## src/rtl/fifo_wr_arbiter_if.sv

```systemverilog
// fifo_wr_arbiter_if: bundles the requester handshake, FIFO write port and
// debug outputs of the write-port arbiter.
//   master : requester/FIFO side (drives arb_en, src_valid, src_data, fifo_full)
//   slave  : arbiter side (drives src_ready, wr_req, data_in, grant, busy, src_cnt)
interface fifo_wr_arbiter_if #(
    parameter int NUM_SRC = 4,
    parameter int DATA_W  = 32,
    parameter int CNT_W   = 16
);
    logic                      arb_en;
    logic [NUM_SRC-1:0]        src_valid;
    logic [NUM_SRC*DATA_W-1:0] src_data;
    logic [NUM_SRC-1:0]        src_ready;
    logic                      fifo_full;
    logic                      wr_req;
    logic [DATA_W-1:0]         data_in;
    logic [NUM_SRC-1:0]        grant;
    logic                      busy;
    logic [NUM_SRC*CNT_W-1:0]  src_cnt;

    modport master (
        output arb_en, src_valid, src_data, fifo_full,
        input  src_ready, wr_req, data_in, grant, busy, src_cnt
    );

    modport slave (
        input  arb_en, src_valid, src_data, fifo_full,
        output src_ready, wr_req, data_in, grant, busy, src_cnt
    );
endinterface

```

## src/rtl/fifo_wr_arbiter.sv

```systemverilog
// fifo_wr_arbiter: round-robin arbiter sharing one FIFO write port among
// NUM_SRC valid/ready requesters. One source is granted at a time for a burst
// of up to MAX_BURST words; writes stall while fifo_full is high.
// Ports:
//   w_clk - write-domain clock
//   wrst  - synchronous active-high reset
//   bus   - fifo_wr_arbiter_if.slave (handshakes, FIFO write port, debug)

// Per-source lane: accept gating and accepted-word counter.
module fifo_wr_arbiter_lane #(
    parameter int CNT_W = 16
) (
    input  logic             w_clk,
    input  logic             wrst,
    input  logic             gnt,
    input  logic             valid,
    input  logic             full,
    output logic             ready,
    output logic             fire,
    output logic [CNT_W-1:0] cnt
);
    assign ready = gnt & ~full;
    assign fire  = valid & ready;

    always_ff @(posedge w_clk) begin
        if (wrst)
            cnt <= '0;
        else if (fire)
            cnt <= cnt + 1'b1;
    end
endmodule

module fifo_wr_arbiter #(
    parameter int NUM_SRC   = 4,
    parameter int DATA_W    = 32,
    parameter int MAX_BURST = 4,
    parameter int CNT_W     = 16
) (
    input  logic               w_clk,
    input  logic               wrst,
    fifo_wr_arbiter_if.slave   bus
);
    localparam int IDX_W  = (NUM_SRC > 1) ? $clog2(NUM_SRC) : 1;
    localparam int BEAT_W = $clog2(MAX_BURST + 1);

    typedef enum logic {IDLE, BURST} state_t;

    state_t                        state_q, state_n;
    logic [NUM_SRC-1:0]            grant_q, grant_n;
    logic [IDX_W-1:0]              last_q, last_n;
    logic [BEAT_W-1:0]             beat_q, beat_n;

    logic [NUM_SRC-1:0]            ready_w;
    logic [NUM_SRC-1:0]            fire_w;
    logic [NUM_SRC-1:0][CNT_W-1:0] cnt_w;

    logic                          xfer;
    logic                          gnt_valid;
    logic                          pick_found;
    logic [IDX_W-1:0]              pick_idx;
    logic [IDX_W:0]                cand;
    logic [DATA_W-1:0]             data_mux;

    // Lanes see grant_q directly; grant_q is zero outside BURST, so no
    // source can be accepted while arbitrating.
    for (genvar g = 0; g < NUM_SRC; g++) begin : g_lane
        fifo_wr_arbiter_lane #(.CNT_W(CNT_W)) u_lane (
            .w_clk (w_clk),
            .wrst  (wrst),
            .gnt   (grant_q[g]),
            .valid (bus.src_valid[g]),
            .full  (bus.fifo_full),
            .ready (ready_w[g]),
            .fire  (fire_w[g]),
            .cnt   (cnt_w[g])
        );
    end

    assign xfer      = |fire_w;
    assign gnt_valid = |(bus.src_valid & grant_q);

    // Round-robin scan starting one past the last grant. Sum stays below
    // 2*NUM_SRC, so a single conditional subtract implements the modulo.
    always_comb begin
        pick_found = 1'b0;
        pick_idx   = '0;
        cand       = '0;
        for (int k = 1; k <= NUM_SRC; k++) begin
            cand = {1'b0, last_q} + (IDX_W+1)'(k);
            if (cand >= (IDX_W+1)'(NUM_SRC))
                cand = cand - (IDX_W+1)'(NUM_SRC);
            if (!pick_found && bus.src_valid[cand[IDX_W-1:0]]) begin
                pick_found = 1'b1;
                pick_idx   = cand[IDX_W-1:0];
            end
        end
    end

    // AND-OR mux on the one-hot grant: reads as zero with no grant, so
    // data_in is never X once reset has cleared grant_q.
    always_comb begin
        data_mux = '0;
        for (int i = 0; i < NUM_SRC; i++)
            if (grant_q[i])
                data_mux = data_mux | bus.src_data[i*DATA_W +: DATA_W];
    end

    always_ff @(posedge w_clk) begin
        if (wrst) begin
            state_q <= IDLE;
            grant_q <= '0;
            last_q  <= IDX_W'(NUM_SRC - 1);
            beat_q  <= '0;
        end else begin
            state_q <= state_n;
            grant_q <= grant_n;
            last_q  <= last_n;
            beat_q  <= beat_n;
        end
    end

    always_comb begin
        state_n = state_q;
        grant_n = grant_q;
        last_n  = last_q;
        beat_n  = beat_q;
        case (state_q)
            IDLE: begin
                if (bus.arb_en && pick_found) begin
                    grant_n = NUM_SRC'(1) << pick_idx;
                    last_n  = pick_idx;
                    beat_n  = '0;
                    state_n = BURST;
                end
            end
            BURST: begin
                if (xfer) begin
                    if (beat_q == BEAT_W'(MAX_BURST - 1)) begin
                        grant_n = '0;
                        state_n = IDLE;
                    end else begin
                        beat_n = beat_q + 1'b1;
                    end
                end else if (!gnt_valid) begin
                    // Source dropped valid: forfeit the rest of the burst.
                    grant_n = '0;
                    state_n = IDLE;
                end
                // Otherwise fifo_full stall: hold grant and beat count.
            end
            default: begin
                state_n = IDLE;
                grant_n = '0;
            end
        endcase
    end

    assign bus.src_ready = ready_w;
    assign bus.wr_req    = xfer;
    assign bus.data_in   = data_mux;
    assign bus.grant     = grant_q;
    assign bus.busy      = (state_q == BURST);
    assign bus.src_cnt   = cnt_w;
endmodule

```

## src/flat_wrapper.sv

```systemverilog
// flat-port wrapper written by rule: the top's interface ports become plain ports
module fifo_wr_arbiter_flat 
#(
    parameter int NUM_SRC   = 4,
    parameter int DATA_W    = 32,
    parameter int MAX_BURST = 4,
    parameter int CNT_W     = 16
)
  (w_clk, wrst, bus_arb_en, bus_src_valid, bus_src_data, bus_fifo_full, bus_src_ready, bus_wr_req, bus_data_in, bus_grant, bus_busy, bus_src_cnt);
  fifo_wr_arbiter_if #(.NUM_SRC(NUM_SRC), .DATA_W(DATA_W), .CNT_W(CNT_W)) bus_i ();
  input  logic w_clk;
  input  logic wrst;
  input wire logic [$bits(bus_i.arb_en)-1:0] bus_arb_en;
  input wire logic [$bits(bus_i.src_valid)-1:0] bus_src_valid;
  input wire logic [$bits(bus_i.src_data)-1:0] bus_src_data;
  input wire logic [$bits(bus_i.fifo_full)-1:0] bus_fifo_full;
  output wire logic [$bits(bus_i.src_ready)-1:0] bus_src_ready;
  output wire logic [$bits(bus_i.wr_req)-1:0] bus_wr_req;
  output wire logic [$bits(bus_i.data_in)-1:0] bus_data_in;
  output wire logic [$bits(bus_i.grant)-1:0] bus_grant;
  output wire logic [$bits(bus_i.busy)-1:0] bus_busy;
  output wire logic [$bits(bus_i.src_cnt)-1:0] bus_src_cnt;
  assign bus_i.arb_en = bus_arb_en;
  assign bus_i.src_valid = bus_src_valid;
  assign bus_i.src_data = bus_src_data;
  assign bus_i.fifo_full = bus_fifo_full;
  assign bus_src_ready = bus_i.src_ready;
  assign bus_wr_req = bus_i.wr_req;
  assign bus_data_in = bus_i.data_in;
  assign bus_grant = bus_i.grant;
  assign bus_busy = bus_i.busy;
  assign bus_src_cnt = bus_i.src_cnt;
  fifo_wr_arbiter #(.NUM_SRC(NUM_SRC), .DATA_W(DATA_W), .MAX_BURST(MAX_BURST), .CNT_W(CNT_W)) u_core (.w_clk(w_clk), .wrst(wrst), .bus(bus_i));
endmodule
```

## config.mk

```make
export PLATFORM = sky130hd
export DESIGN_NAME = fifo_wr_arbiter_flat
export DESIGN_NICKNAME = d
export VERILOG_FILES = /design/src/rtl/fifo_wr_arbiter_if.sv /design/src/rtl/fifo_wr_arbiter.sv /design/src/flat_wrapper.sv
export SDC_FILE = /design/constraint.sdc
export NUM_CORES = 1
export LEC_CHECK = 0
export CORE_MARGIN = 2
export CORE_UTILIZATION = 25
export DETAILED_ROUTE_END_ITERATION = 8
export HOLD_SLACK_MARGIN = 0.03
export PLACE_DENSITY_LB_ADDON = 0.05
export REMOVE_ABC_BUFFERS = 1
export SLEW_MARGIN = 30
export SYNTH_ARGS = -nofsm -noshare
export SYNTH_HDL_FRONTEND = slang
export SYNTH_HIERARCHICAL = 1
export SYNTH_SLANG_ARGS = --single-unit
```

## constraint.sdc

```tcl
create_clock -name w_clk -period 2.6 [get_ports w_clk]
set_clock_uncertainty 0.15 [all_clocks]
set_input_delay 0.65 -clock w_clk [delete_from_list [all_inputs] [get_ports w_clk]]
set_output_delay 0.65 -clock w_clk [all_outputs]
set_load 0.02 [all_outputs]
```

**After elaboration in Yosys (flattened, before gate mapping)**

Cells that the tools add are included.

- Flip-flop bits (word level): 74
- Word-level logic and storage cells: 100

- Add/subtract/negate cells: 13
- $lt $le $gt $ge: 8
- Equality and inequality tests: 6
- Shift operators: 1
- Muxes and demuxes: 38
- Bitwise gates (word level): 14
- Reductions and logical operators: 12

Operators with widths:

| cell | count |
|---|---|
| two-way mux 32 bit | 4 |
| bitwise OR 32 bit | 3 |
| adder 16 x 1 -> 16 bit (second input constant) | 4 |
| two-way mux 2 bit | 8 |
| two-way mux 4 bit | 4 |
| >= comparator 3 bit (second input constant) | 4 |
| < comparator 2 x 3 -> 1 bit (second input constant) | 4 |
| two-way mux 1 bit | 12 |
| two-way mux 3 bit | 3 |
| bitwise AND 1 bit | 8 |
| binary-select mux 1 bit (select 2 bit) | 4 |
| one-hot mux 4 bit (2 select lines) | 1 |
| OR reduction 4 bit | 2 |
| subtractor 2 x 1 -> 2 bit (second input constant) | 4 |
| adder 2 x 2 -> 3 bit (second input constant) | 2 |
| != test 3 bit (second input constant) | 2 |
| one-hot mux 3 bit (2 select lines) | 1 |
| AND reduction 3 bit | 2 |
| bitwise AND 4 bit | 1 |
| logical AND 1 bit | 4 |
| != test 2 bit (second input constant) | 2 |
| << shifter 1 x 2 -> 4 bit (first input constant) | 1 |
| adder 2 x 1 -> 3 bit (second input constant) | 1 |
| adder 2 x 3 -> 3 bit (second input constant) | 1 |
| other kinds (7) | 10 |

**Depth between registers and ports, before layout**

Gate-level depths: netlist (run 1).

- Depth after elaboration: 18
- Depth in mapped cells: 7

**Hierarchy**

Netlist (run 1), hierarchy kept.

By module, submodules not included:

| module | instances | cells an instance | area each (um^2) | sequential area each (um^2) |
|---|---|---|---|---|
| fifo_wr_arbiter_lane | 4 | 85 | 750.7 | 320.3 |
| fifo_wr_arbiter | 1 | 181 | 1239.9 | 200.2 |

**Worst setup path after synthesis (run 1)**

Ideal clock, no wire load.

- Path type: input to output
- Start point: input port bus_fifo_full
- End point: output port bus_wr_req
- Arrival time: 1372 ps
- Path slack: 428 ps
- Stages on the path: 4
- Buffers on the path: 0
- Cells stage by stage: nand3b_4 -> inv_1 -> nor4_2 -> inv_1

- Word-level cells in the longest chain between the ends: 4
- Elaborated cells between the ends (all ways): 10
- Those cells by class: bitwise (9); reduce/logical (1)

RTL lines:

| element | line | RTL |
|---|---|---|
| from (decl) | flat_wrapper.sv:16 | `input wire logic [$bits(bus_i.fifo_full)-1:0] bus_fifo_full;` |
| inverter 1 bit | fifo_wr_arbiter.sv:22 | `assign ready = gnt & ~full;` |
| bitwise AND 1 bit | fifo_wr_arbiter.sv:22 |  |
| bitwise AND 1 bit | fifo_wr_arbiter.sv:23 | `assign fire = valid & ready;` |
| net u_core.fire_w[1] | fifo_wr_arbiter.sv:54 | `logic [NUM_SRC-1:0] fire_w;` |
| OR reduction 4 bit | fifo_wr_arbiter.sv:79 | `assign xfer = \|fire_w;` |
| to (decl) | flat_wrapper.sv:18 | `output wire logic [$bits(bus_i.wr_req)-1:0] bus_wr_req;` |

The timed path passes the listed nets, and every way through them passes these cells.

**Worst setup path in the final report (run 1)**

- Start point: input port bus_src_data[67]
- End point: output port bus_data_in[3]

- Word-level cells in the longest chain between the ends: 4

RTL lines:

| element | line | RTL |
|---|---|---|
| from (decl) | flat_wrapper.sv:15 | `input wire logic [$bits(bus_i.src_data)-1:0] bus_src_data;` |
| bitwise OR 32 bit * | fifo_wr_arbiter.sv:105 | `data_mux = data_mux \| bus.src_data[i*DATA_W +: DATA_W];` |
| two-way mux 32 bit * | fifo_wr_arbiter.sv:104 | `if (grant_q[i])` |
| bitwise OR 32 bit | fifo_wr_arbiter.sv:105 |  |
| two-way mux 32 bit * | fifo_wr_arbiter.sv:104 |  |
| to (decl) | flat_wrapper.sv:19 | `output wire logic [$bits(bus_i.data_in)-1:0] bus_data_in;` |

Mark *: on every way between the ends. The rest lies on a longest branch, timed or not.

==> impl.org, run 1 <==
** Outcome
- The flow ran to the end, and the final reports show no timing, DRC or antenna violations.

** Timing
- Measured against its own limit, the worst slew margin works out to about 69%.
- Highest attainable clock frequency :: just under 0.4 GHz
- Final worst path period need :: 2.543 ns
- Final-layout setup total negative slack :: 0 ns
- Setup repair after global routing left no endpoint under its margin.
- Final Hold Violating Endpoints :: 0
- Final setup slack of the worst path :: 0.05659 ns
- For the pin with the worst max-slew slack, the measured transition is roughly 0.47 ns.
- Final setup violation count :: 0
- After layout, the worst path uses a little over nine tenths of the clock period.
- The total count of max-transition violations in the final report is 0.
- Across all hold checks on the routed design, the worst slack comes to ~0.31 ns.

** Die
- I/O pin count :: about 240
- Die X :: ~130 um
- Starting density of the core :: 25.58%
- Total core area :: 0.01658 mm2
- Floorplan die area :: 0.01803 mm2
- Placement row count :: 47
- In this run the vertical extent of the chip is 134.3 um.

** Setup path
- In this run the register-to-register setup slack is between 0.3 and 0.4 ns.
- STA classifies the critical path endpoint as an output port.
- Along the worst path, the maximum fanout reaches 1.
- Worst setup path start :: bus_src_data[67]
- In this run the critical register-to-register path is launched from u_core/bus.grant[0].
- Type of origin of the critical path :: input port
- STA puts the critical path data required time at between 1.5 and 2 ns.
- Destination of the worst register-to-register timing path :: u_core/g_lane[0].u_lane/cnt[12]
- Critical path endpoint :: bus_data_in[3]
- Worst endpoint data arrival time :: between 1.5 and 2 ns
- Number of cells on the worst reg-to-reg path :: 5
- The worst setup path is of the in2out kind.

** Synthesis
- For this run, the leading register cell type out of synthesis is dfxtp_1.
- Sequential elements use about a third of the synthesized area.
- Post-synthesis register bit count :: 74
- Number of instances in the synthesized netlist :: between 500 and 600
- Number of enable-type register cells in the synthesized netlist :: 0
- The netlist uses 48 different library cells.
- Yosys warns :: 6
- After synthesis the cells add up to roughly 0.0042 mm2.
- After synthesis, the mean cell area works out to between 8 and 9 um2.
- Asr flop ratio synth :: 0%

** Cells and area
- Compared with the post-synthesis result, the final layout area differs by 77.41%.
- Most common cell after layout, fill and taps aside :: clkdlybuf4s50_1
- Leaving out fill and tap cells, the most frequent cells in the layout are clkdlybuf4s50_1 (198), dfxtp_1 (73), a22oi_1 (66).
- Counting the fill cells in the layout gives 1631.
- Fin cells :: between 1000 and 1500
- In the final layout, the multi-input gates occupy around 0.0026 mm2.
- After the last flow step, the layout net total stands at about 930.
- Share of final-layout standard cells stronger than drive strength 1 :: between 10% and 20%
- After routing the design area is around 0.0075 mm2.
- Register area :: between 0.001 and 0.0015 mm2
- Final cell utilization of the core :: 45.39%

** Placement
- Weighted congestion at the end of routability-driven global placement :: around 0.82
- Quantity of I/O buffers inserted on ports :: about 240
- Worst-case setup slack after placement :: -0.6978 ns
- Counting tap cells, the placed design contains a total of ~1000 instances.
- The placed instances occupy a cell area of slightly above 0.007 mm2.
- Half-perimeter wire length after placement :: 13.21 mm

** CTS
- TritonCTS built the clock tree.
- In this run the number of H-tree levels came out at 3.
- Post-CTS Setup Inserts :: 0
- The clock reaches the later pin of the worst-skew pair after about 0.33 ns.
- Clock input transition at the sequential cells of the worst setup and hold paths :: roughly 0.05 ns
- Number of sinks handled by clock tree synthesis :: 74
- Clock buffer count from CTS :: 9
- The clock passes through at most 2 buffers.
- Clk root buf :: clkbuf_16

** Pwr
- Post-layout total power :: approximately 3.1 mW
- Pwr Density :: between 400 and 500 mW/mm2
- Max rail drop VDD :: between 0.2 and 0.25 mV
- Static leakage :: between 2 and 3 nW

** Drt
- Average wire length per cell after detail routing :: around 17 um
- Detail Route Antenna Nets :: 0
- DRC errors left :: 0
- Violation count after the first detailed-route iteration :: 151
- Dividing the detail-routed via count by the number of cells gives between 4 and 5.
- Total routed wirelength :: roughly 17 mm
- Via Count :: 4919
- Before antenna repair, the detailed router went through 4 iterations.

** GRT
- Initial antenna violation count :: 2
- Number of global-route vias before repair :: 4801
- Total global routing overflow :: 0
- Across every metal layer, demand over resource in global routing totals a little under a fifth.
- Largest net degree at the start of global routing :: 38
- Global-route wire length before repair :: between 20 and 30 mm

** Flow run
- # Max-Cap Violations :: 0

** Min path
- Min-Delay Path Class :: reg2reg
## cell usage after synthesis, types with 4 or more instances
cell	n	area, um2
and3_1	5	31.28
and4_1	4	35.03
dfxtp_1	74	1481
ha_1	6	75.07
nand3_2	4	40.04
clkbuf_2	9	45.04
xnor2_1	16	140.1
o21ai_0	8	40.04
a21oi_1	33	165.2
or4_1	12	90.09
and4b_1	4	40.04
nand3_1	13	65.06
o41ai_1	4	35.03
nand4_1	17	106.4
nand2b_1	4	25.02
nor2_1	39	146.4
mux2_2	4	45.04
inv_1	17	63.81
nor4_1	9	56.30
nor3_1	9	45.04
nand2_1	64	240.2
nand3b_4	4	80.08
or3b_1	4	35.03
xor2_1	16	140.1
or3_1	8	50.05
o31ai_1	13	97.59
or2_1	4	25.02
nor2b_1	8	50.05
a22oi_1	67	503.0
buf_1	6	22.52
clkbuf_1	15	56.30
## kinds of logic (layout without fill, tap and decap cells)
| group | Yosys count | after routing | share of synthesized area [%] |
|---|---|---|---|
| compound gates | 137 | 137 | 22.12 |
| xor+xnor | 32 | 32 | 6.606 |
| fa+ha+maj | 6 | 6 | 1.769 |
| buf+inv | 48 | 322 | 4.541 |
| flops | 74 | 74 | 34.92 |
| mux | 5 | 5 | 1.297 |
| other cells | 0 | 2 | 0 |
| simple gates | 219 | 219 | 28.75 |
## how the worst min path moves through the flow
stage	from	endpoint	depth (start not counted)
5_1_grt	u_core/beat_q[2]	u_core/beat_q[2]	2
4_1_cts	u_core/beat_q[2]	u_core/beat_q[2]	2
3_5_place_dp	u_core/beat_q[2]	u_core/beat_q[2]	2
2_1_floorplan	u_core/beat_q[2]	u_core/beat_q[2]	2
3_3_place_gp	u_core/beat_q[2]	u_core/beat_q[2]	2
6_report	u_core/beat_q[2]	u_core/beat_q[2]	2
## worst max-delay path, stage by stage
cell and delay, ns:
clkdlybuf4s50_1 0.41, a22oi_2 0.22, buf_4 0.15, nand2_1 0.05, clkdlybuf4s15_2 0.26
## metal layers
layer | share of wire (%) | vias to the layer above | track usage (%)
li1 | - | 2481 | -
met1 | 41 | 2268 | 21.27
met2 | 52 | 158 | 33.39
met3 | 6.6 | 12 | 4.044
met4 | 1.0 | 0 | 5.205
met5 | 0 | - | 0
## what timing repair did
action,4_1_cts,5_1_grt
pin swaps,2,0
endpoints found under the hold margin,0,0
resized for setup,49,2
hold buffers,0,0
endpoints found under the setup margin,37,1
gates cloned,1,0
## cell type report
type                       instances  area share (%)
sequential                        74           19.70
inverter                          17          0.8477
antenna                            2         0.06649
multi-input combinational        399           34.31
clock inverter                     4          0.6815
clock buffer                      11           3.358
tap                              220           3.657
timing repair buffer             290           37.38
## registers in the layout, indices dropped and copies added (netlist names)
name	cells
u_core/bus.grant	4
u_core/bus.busy	1
u_core/last_q	2
u_core/beat_q	3
u_core/g_lane.u_lane/cnt	64
## power by group
part	leakage [nW]	total, mW	internal (mW)	switching [mW]
combinational	2.19	0.693	0.373	0.320
sequential	0.597	1.16	1.14	0.0195
clock	0.148	1.27	0.790	0.477
Note: power is estimated with default switching activity, not from simulation.
==> run 2, diff against run 1 <==
CORE_MARGIN = unset   (was 2)
DONT_BUFFER_PORTS = 1   (was unset)
SETUP_SLACK_MARGIN = 0.2   (was unset)
==> run 2 against run 1 <==
Register-to-register slack better by 0.15 ns; flip-flop and latch count is the same; design area shrank 34%; global-route usage down 1.6 points; setup slack better by 0.25 ns; final cell count down 26%; clock-buffer cell count increased by 1; critical endpoint is now bus_src_ready[1]; wire length is 15% lower; via count down 19%; hold slack lost 0.088 ns.
==> impl.org, run 2 (synthesized netlist as in run 1, its figures left out) <==
** Die
- For this design the top-level I/O count stands at 242.
- Vertical extent of the die :: approximately 130 um
- The initial utilization of the core area, before any placement, comes to 25.58%.
- Placement row count :: 47
- Total core area :: between 0.015 and 0.02 mm2
- Floorplan die area :: 0.01750 mm2
- From left edge to right edge, the die measures ~130 um.

** Drt
- Detail Route Antenna Nets :: 0
- Violation count after the first detailed-route iteration :: between 150 and 200
- The first detailed-routing pass took 4 iterations.
- After detailed routing, the total wire length is between 10 and 15 mm.
- Average wire length per cell after detail routing :: 19.57 um
- Vias/cell :: between 5 and 6
- DRC errors left :: 0
- Via Count :: 4005

** Setup path
- Critical Path Sink Type :: output port
- The worst setup path is launched from a register.
- Critical-path cell list :: buf_4, nor2b_1
- Destination of the worst register-to-register timing path :: u_core/g_lane[0].u_lane/cnt[15]
- Startpoint of the most critical register-to-register path :: u_core/g_lane[0].u_lane/cnt[3]
- Number of cells on the worst reg-to-reg path :: 4
- Together, buffers and inverters on the worst path number 1.
- Cell type of the slowest stage on the worst timing path :: nor2b_1
- STA puts the critical path data required time at ~1.8 ns.
- Largest stage delay, worst path :: about 0.47 ns
- The critical path starts at u_core/bus.grant[1].
- Highest net fanout along the worst path :: 20
- Register-to-register setup slack :: between 0.5 and 0.6 ns
- Worst endpoint data arrival time :: 1.50 ns
- The critical path in this run is classified as reg2out.
- Kind of cell adding the most delay to the critical path :: simple AND/OR/NAND/NOR gates

** Min path
- In this run the most critical hold path is launched from wrst.
- Min-Delay Path Class :: in2reg
- Worst hold path endpoint :: u_core/g_lane[1].u_lane/cnt[14]
- Min-Delay Path Depth :: 1

** CTS
- The number of clock buffers added by TritonCTS is 9.
- Clock tree from TritonCTS :: built
- Insertion delay to the later sink of the worst-skew pair :: 0.34 ns
- The H-tree was split into 3 levels.
- After clock tree synthesis, the clock-pin slew on the worst setup and hold paths is ~0.060 ns.
- Hold repair after CTS inserted 0 buffers.
- Number of sinks handled by clock tree synthesis :: 74
- Clock buffer depth :: 2
- Clk root buf :: clkbuf_16

** Pwr
- Across the VDD grid, the largest voltage drop is approximately 0.29 mV.
- Power spread over the standard cell area amounts to between 500 and 600 mW/mm2.
- For this design the static power due to leakage is about 1.8 nW.

** Placement
- Once detailed placement completed, the half-perimeter wirelength came to between 10 and 15 mm.
- Worst-case setup slack after placement :: roughly 0.26 ns
- Weighted congestion at the end of routability-driven global placement :: between 0.7 and 0.8
- Quantity of I/O buffers inserted on ports :: 0
- Including well taps, the total number of placed cells is roughly 740.

** Outcome
- The flow ran to the end, and the final reports show no timing, DRC or antenna violations.

** Timing
- Final worst path period need :: between 2 and 2.5 ns
- In the final timing run, aggregate negative setup slack is 0 ns.
- Final setup violation count :: 0
- Once routing completed, OpenROAD measured the worst setup slack at a little over 0.3 ns.
- RSZ-0062 raised after global routing :: no
- Headroom to the max-slew limit :: roughly 66%
- The total count of max-transition violations in the final report was 0.
- The final hold violation count is 0.
- Worst slew pin tran :: between 0.5 and 0.6 ns
- Final period utilization :: between 80 and 90%
- Derived from the worst setup path, the maximum achievable clock frequency is ~0.44 GHz.

** GRT
- Total global routing overflow :: 0
- Entering global routing, the biggest net connects 79 pins.
- Initial antenna violation count :: 3
- The via count of the first global-routing pass is ~3800.
- GRT Total Usage :: 16.61%
- The first global-routing pass estimated about 22 mm of wire.

** Cells and area
- The net count of the finished layout is between 600 and 700.
- The count of cells in the finished layout, fillers not included, comes to 754.
- Most frequent cells in the layout :: dfxtp_1 (70), a22oi_1 (67), nand2_1 (64)
- Max reg flops :: 64
- Most common cell after layout, fill and taps aside :: dfxtp_1
- Count of fill cells added during filler insertion :: 1813
- Largest reg by FF count :: u_core/g_lane.u_lane/cnt
- From synthesis to final layout, the design area changed by 16.57%.
- Share of final-layout standard cells stronger than drive strength 1 :: between 10% and 20%

** Flow run
- Max-cap violations in this run came to 0.
## run 2: power breakdown
group | switching [mW] | internal (mW)
sequential | 0.0258 | 1.14
clock | 0.487 | 0.893
combinational | 0.221 | 0.0923
total | 0.734 | 2.13
## run 2: timing repair
action / 4_1_cts / 5_1_grt
gates resized for setup: 3 / 1
setup buffers: 0 / 0
setup endpoints to repair: 13 / 1
## run 2: worst max path at each step
stage | depth (start not counted) | to
after floorplan | 4 | u_core/g_lane[1].u_lane/cnt[15]
after global placement | 7 | u_core/bus.grant[1]
after detailed placement | 7 | u_core/bus.grant[0]
after CTS | 3 | bus_data_in[30]
after global routing | 3 | bus_data_in[30]
final | 2 | bus_src_ready[1]
## run 2: routing by layer
layer | vias up | global-route usage, % | part of all wire, %
li1 | 1944 | - | -
met1 | 1875 | 17.84 | 39
met2 | 170 | 29.25 | 52
met3 | 16 | 5.421 | 7.7
met4 | 0 | 8.174 | 2.0
met5 | - | 0 | 0
## run 2: worst register-to-register path: stages, from the launching register on
cell	delay, ns
dfxtp_1	0.55
and4_1	0.29
nand4_1	0.26
nor4_1	0.34
mux2_2	0.37
## run 2: area by class of cell
cell class | instances | area, um2 | area share, %
multi-input cells | 399 | 2577 | 52.11
flip-flops and latches | 74 | 1491 | 30.15
well taps | 220 | 275.3 | 5.565
clock buffers | 12 | 256.5 | 5.186
repair buffers | 25 | 200.2 | 4.048
clock inverters | 4 | 73.82 | 1.493
inverters | 17 | 63.81 | 1.290
diodes | 3 | 7.507 | 0.1518
## run 2: stage by stage
stage                     hold slack (ns)  area (um2)  total power, mW  util [%]
after floorplan                    0.2918        4114            1.433         -
after global placement             0.3037        4594            1.508     27.70
after detailed placement           0.3094        4594            1.509     27.70
after CTS                          0.2137        4930            2.917     29.73
after global routing               0.2145        4946            2.992     29.83
final                              0.2262        4946            2.864     29.83
==> run 3, diff against run 2 <==
ABC_CLOCK_PERIOD_IN_PS = 2600   (was unset)
CORE_MARGIN = 5   (was unset)
SLEW_MARGIN = 20   (was 30)
==> run 3 against run 2 <==
Sequential share of layout area about the same; die area grew 12%; register-to-register slack about the same; clock power fell by 14%; critical endpoint is now bus_data_in[20]; largest cell class unchanged; largest power group unchanged.
==> impl.org, run 3 (synthesized netlist as in run 1, its figures left out) <==
** Outcome
- The run finished with clean final reports.

** Die
- The floorplan has 47 rows.
- The floorplan step defined a die boundary enclosing around 0.020 mm2.
- Once the floorplan was initialized, standard cells occupied approximately a quarter of the core.
- The region available for standard cell placement spans 0.01664 mm2.
- around 240 I/O pins were placed.
- Vertical extent of the die :: 140.3 um
- From left edge to right edge, the die measures 140.3 um.

** CTS
- Clock buffer depth :: 2
- TritonCTS built the clock tree.
- The clock drives 74 sinks.
- CTS H-tree depth :: 3
- Clk root buf :: clkbuf_16
- Clock-pin slew was measured on the worst setup and hold paths at approximately 0.060 ns.
- Clock buffer count from CTS :: 9
- Hold-fix buffer count after cts :: 0
- Insertion delay to the later sink of the worst-skew pair :: around 0.34 ns

** Cells and area
- Once layout is complete, the utilization of the core stands at between 20% and 30%.
- The library cells used most frequently in the layout, excluding fill and tap cells, are dfxtp_1 (70), a22oi_1 (67), nand2_1 (64).
- Max reg flops :: 64
- NumNets Final :: 675
- Leaving out fill and tap cells, the most frequent cell in the layout is dfxtp_1.
- Fin cells :: 761
- Largest reg by FF count :: u_core/g_lane.u_lane/cnt
- Compared with the post-synthesis result, the final layout area differs by 16.51%.
- Cells with a size suffix above 1 make up between 10% and 20% of the layout.

** Setup path
- Critical path class :: reg2out
- The worst register-to-register path begins at u_core/g_lane[0].u_lane/cnt[5].
- Required time of the worst setup path :: around 1.8 ns
- Largest stage delay, worst path :: roughly 0.38 ns
- STA classifies the critical path startpoint as a register.
- Measured in cells, the most critical reg-to-reg path has a length of 4.
- Worst setup path start :: u_core/bus.grant[0]
- Data arrives at the worst endpoint at between 1.5 and 2 ns.
- Kind of cell adding the most delay to the critical path :: buffers and inverters
- Across all register-to-register paths, the minimum setup slack is approximately 0.53 ns.
- The endpoint identified for the worst register-to-register timing path is u_core/g_lane[0].u_lane/cnt[15].
- Cell type of the slowest stage on the worst timing path :: buf_4
- Critical-path cell list :: buf_4, a22oi_1, nand2_1
- In this run the worst path has a maximum fanout of 36.
- Critical path endpoint :: bus_data_in[20]
- Counting buffers and inverters, the worst setup path is 3 cells deep.
- Critical Path Sink Type :: output port
- Together, buffers and inverters on the worst path number 1.

** GRT
- GRT Total Usage :: about 14%
- Total global routing overflow :: 0
- Initial antenna violation count :: 3
- Entering global routing, the biggest net connects 79 pins.
- The via count of the first global-routing pass came to between 3000 and 4000.
- Global-route wire length before repair :: 22.31 mm

** Flow run
- # Max-Cap Violations :: 0

** Placement
- Half-perimeter wire length after placement :: 11.52 mm
- After detailed placement, the design holds a cell count of 738.
- Routability-driven placement finished with a final weighted congestion of between 0.8 and 0.9.
- Quantity of I/O buffers inserted on ports :: 0

** Timing
- Setup violations remaining at the end of the flow were counted as 0.
- Final worst path period need :: roughly 2.3 ns
- At the pin with the least slew margin, the transition time is approximately 0.48 ns.
- Post-Route Hold Slack :: approximately 0.22 ns
- Measured against its own limit, the worst slew margin works out to 67.93%.
- Final period utilization :: about nine tenths
- Based on the critical path, the design can be clocked at up to 0.4332 GHz.
- Setup repair after global routing left no endpoint under its margin.
- Final-layout setup total negative slack :: 0 ns
- The final hold violation count is 0.
- The total count of max-transition violations in the final report was 0.

** Min path
- The tightest min-delay check is of the in2reg type.

** Drt
- The first routing iteration left approximately 180 violations.
- In the final routed layout, each cell accounts on average for a little under 20 um.
- The routed design uses 7.729 mm of met2 wire.
- Total routed wirelength :: 14.96 mm
- The detail route stage leaves a number of antenna-violating nets equal to 0.
- Via Count :: between 3000 and 4000
- For this block, wires on met1 add up to about 5.7 mm.
- For this run, the detailed router's first-pass iteration total came to 4.
- DR top layer :: met4
- Detailed routing placed a total of approximately 1.3 mm of wire on met3.
- DRC errors left :: 0
- Vias/cell :: 5.248

** Pwr
- Pwr Density :: ~540 mW/mm2
- The analysis attributes to cell leakage a power of around 1.8 nW.
- Max rail drop VDD :: 0.2326 mV
[run 3: what timing repair did]
action	CTS	global route
setup endpoints to repair	27	24
endpoints found under the hold margin	0	0
resized for setup	5	2
pin swaps	0	1
buffers inserted	0	4
[run 3: worst min-delay path by stage]
stage                      from                         endpoint  slack (ns)  cells after the start
2_1_floorplan  u_core/beat_q[2]                 u_core/beat_q[2]        0.29                      2
3_3_place_gp   u_core/beat_q[2]                 u_core/beat_q[2]        0.30                      2
3_5_place_dp   u_core/beat_q[2]                 u_core/beat_q[2]        0.31                      2
4_1_cts                    wrst  u_core/g_lane[2].u_lane/cnt[10]        0.21                      1
5_1_grt                    wrst  u_core/g_lane[0].u_lane/cnt[12]        0.21                      1
6_report                   wrst  u_core/g_lane[0].u_lane/cnt[12]        0.22                      1
[run 3: metal layers]
layer	vias up	track usage, %
li1	1965	-
met1	1849	15.55
met2	167	25.20
met3	13	4.669
met4	0	6.629
met5	-	0
[run 3: area by class of cell]
class | instances | area (um2)
Multi-Input combinational cell | 399 | 2585
Sequential cell | 74 | 1489
Antenna cell | 3 | 7.507
Clock inverter | 6 | 40.04
Fill cell | 1789 | 11700
Timing Repair Buffer | 32 | 244.0
Clock buffer | 10 | 239.0
Tap cell | 220 | 275.3
Inverter | 17 | 63.81
[run 3: report_power, final]
part           internal, mW  switching, mW  leakage [nW]
registers              1.14         0.0141         0.599
logic                0.0920          0.226          1.05
clock network         0.672          0.507         0.139
[run 3: per-stage QoR]
step	worst slack [ns]	total power [mW]	area (um2)
2_1_floorplan	0.1826	1.433	4114
4_1_cts	0.2019	2.707	4903
6_report	0.2918	2.655	4943
3_5_place_dp	0.1964	1.498	4604
3_3_place_gp	0.2346	1.500	4604
5_1_grt	0.2125	2.775	4943
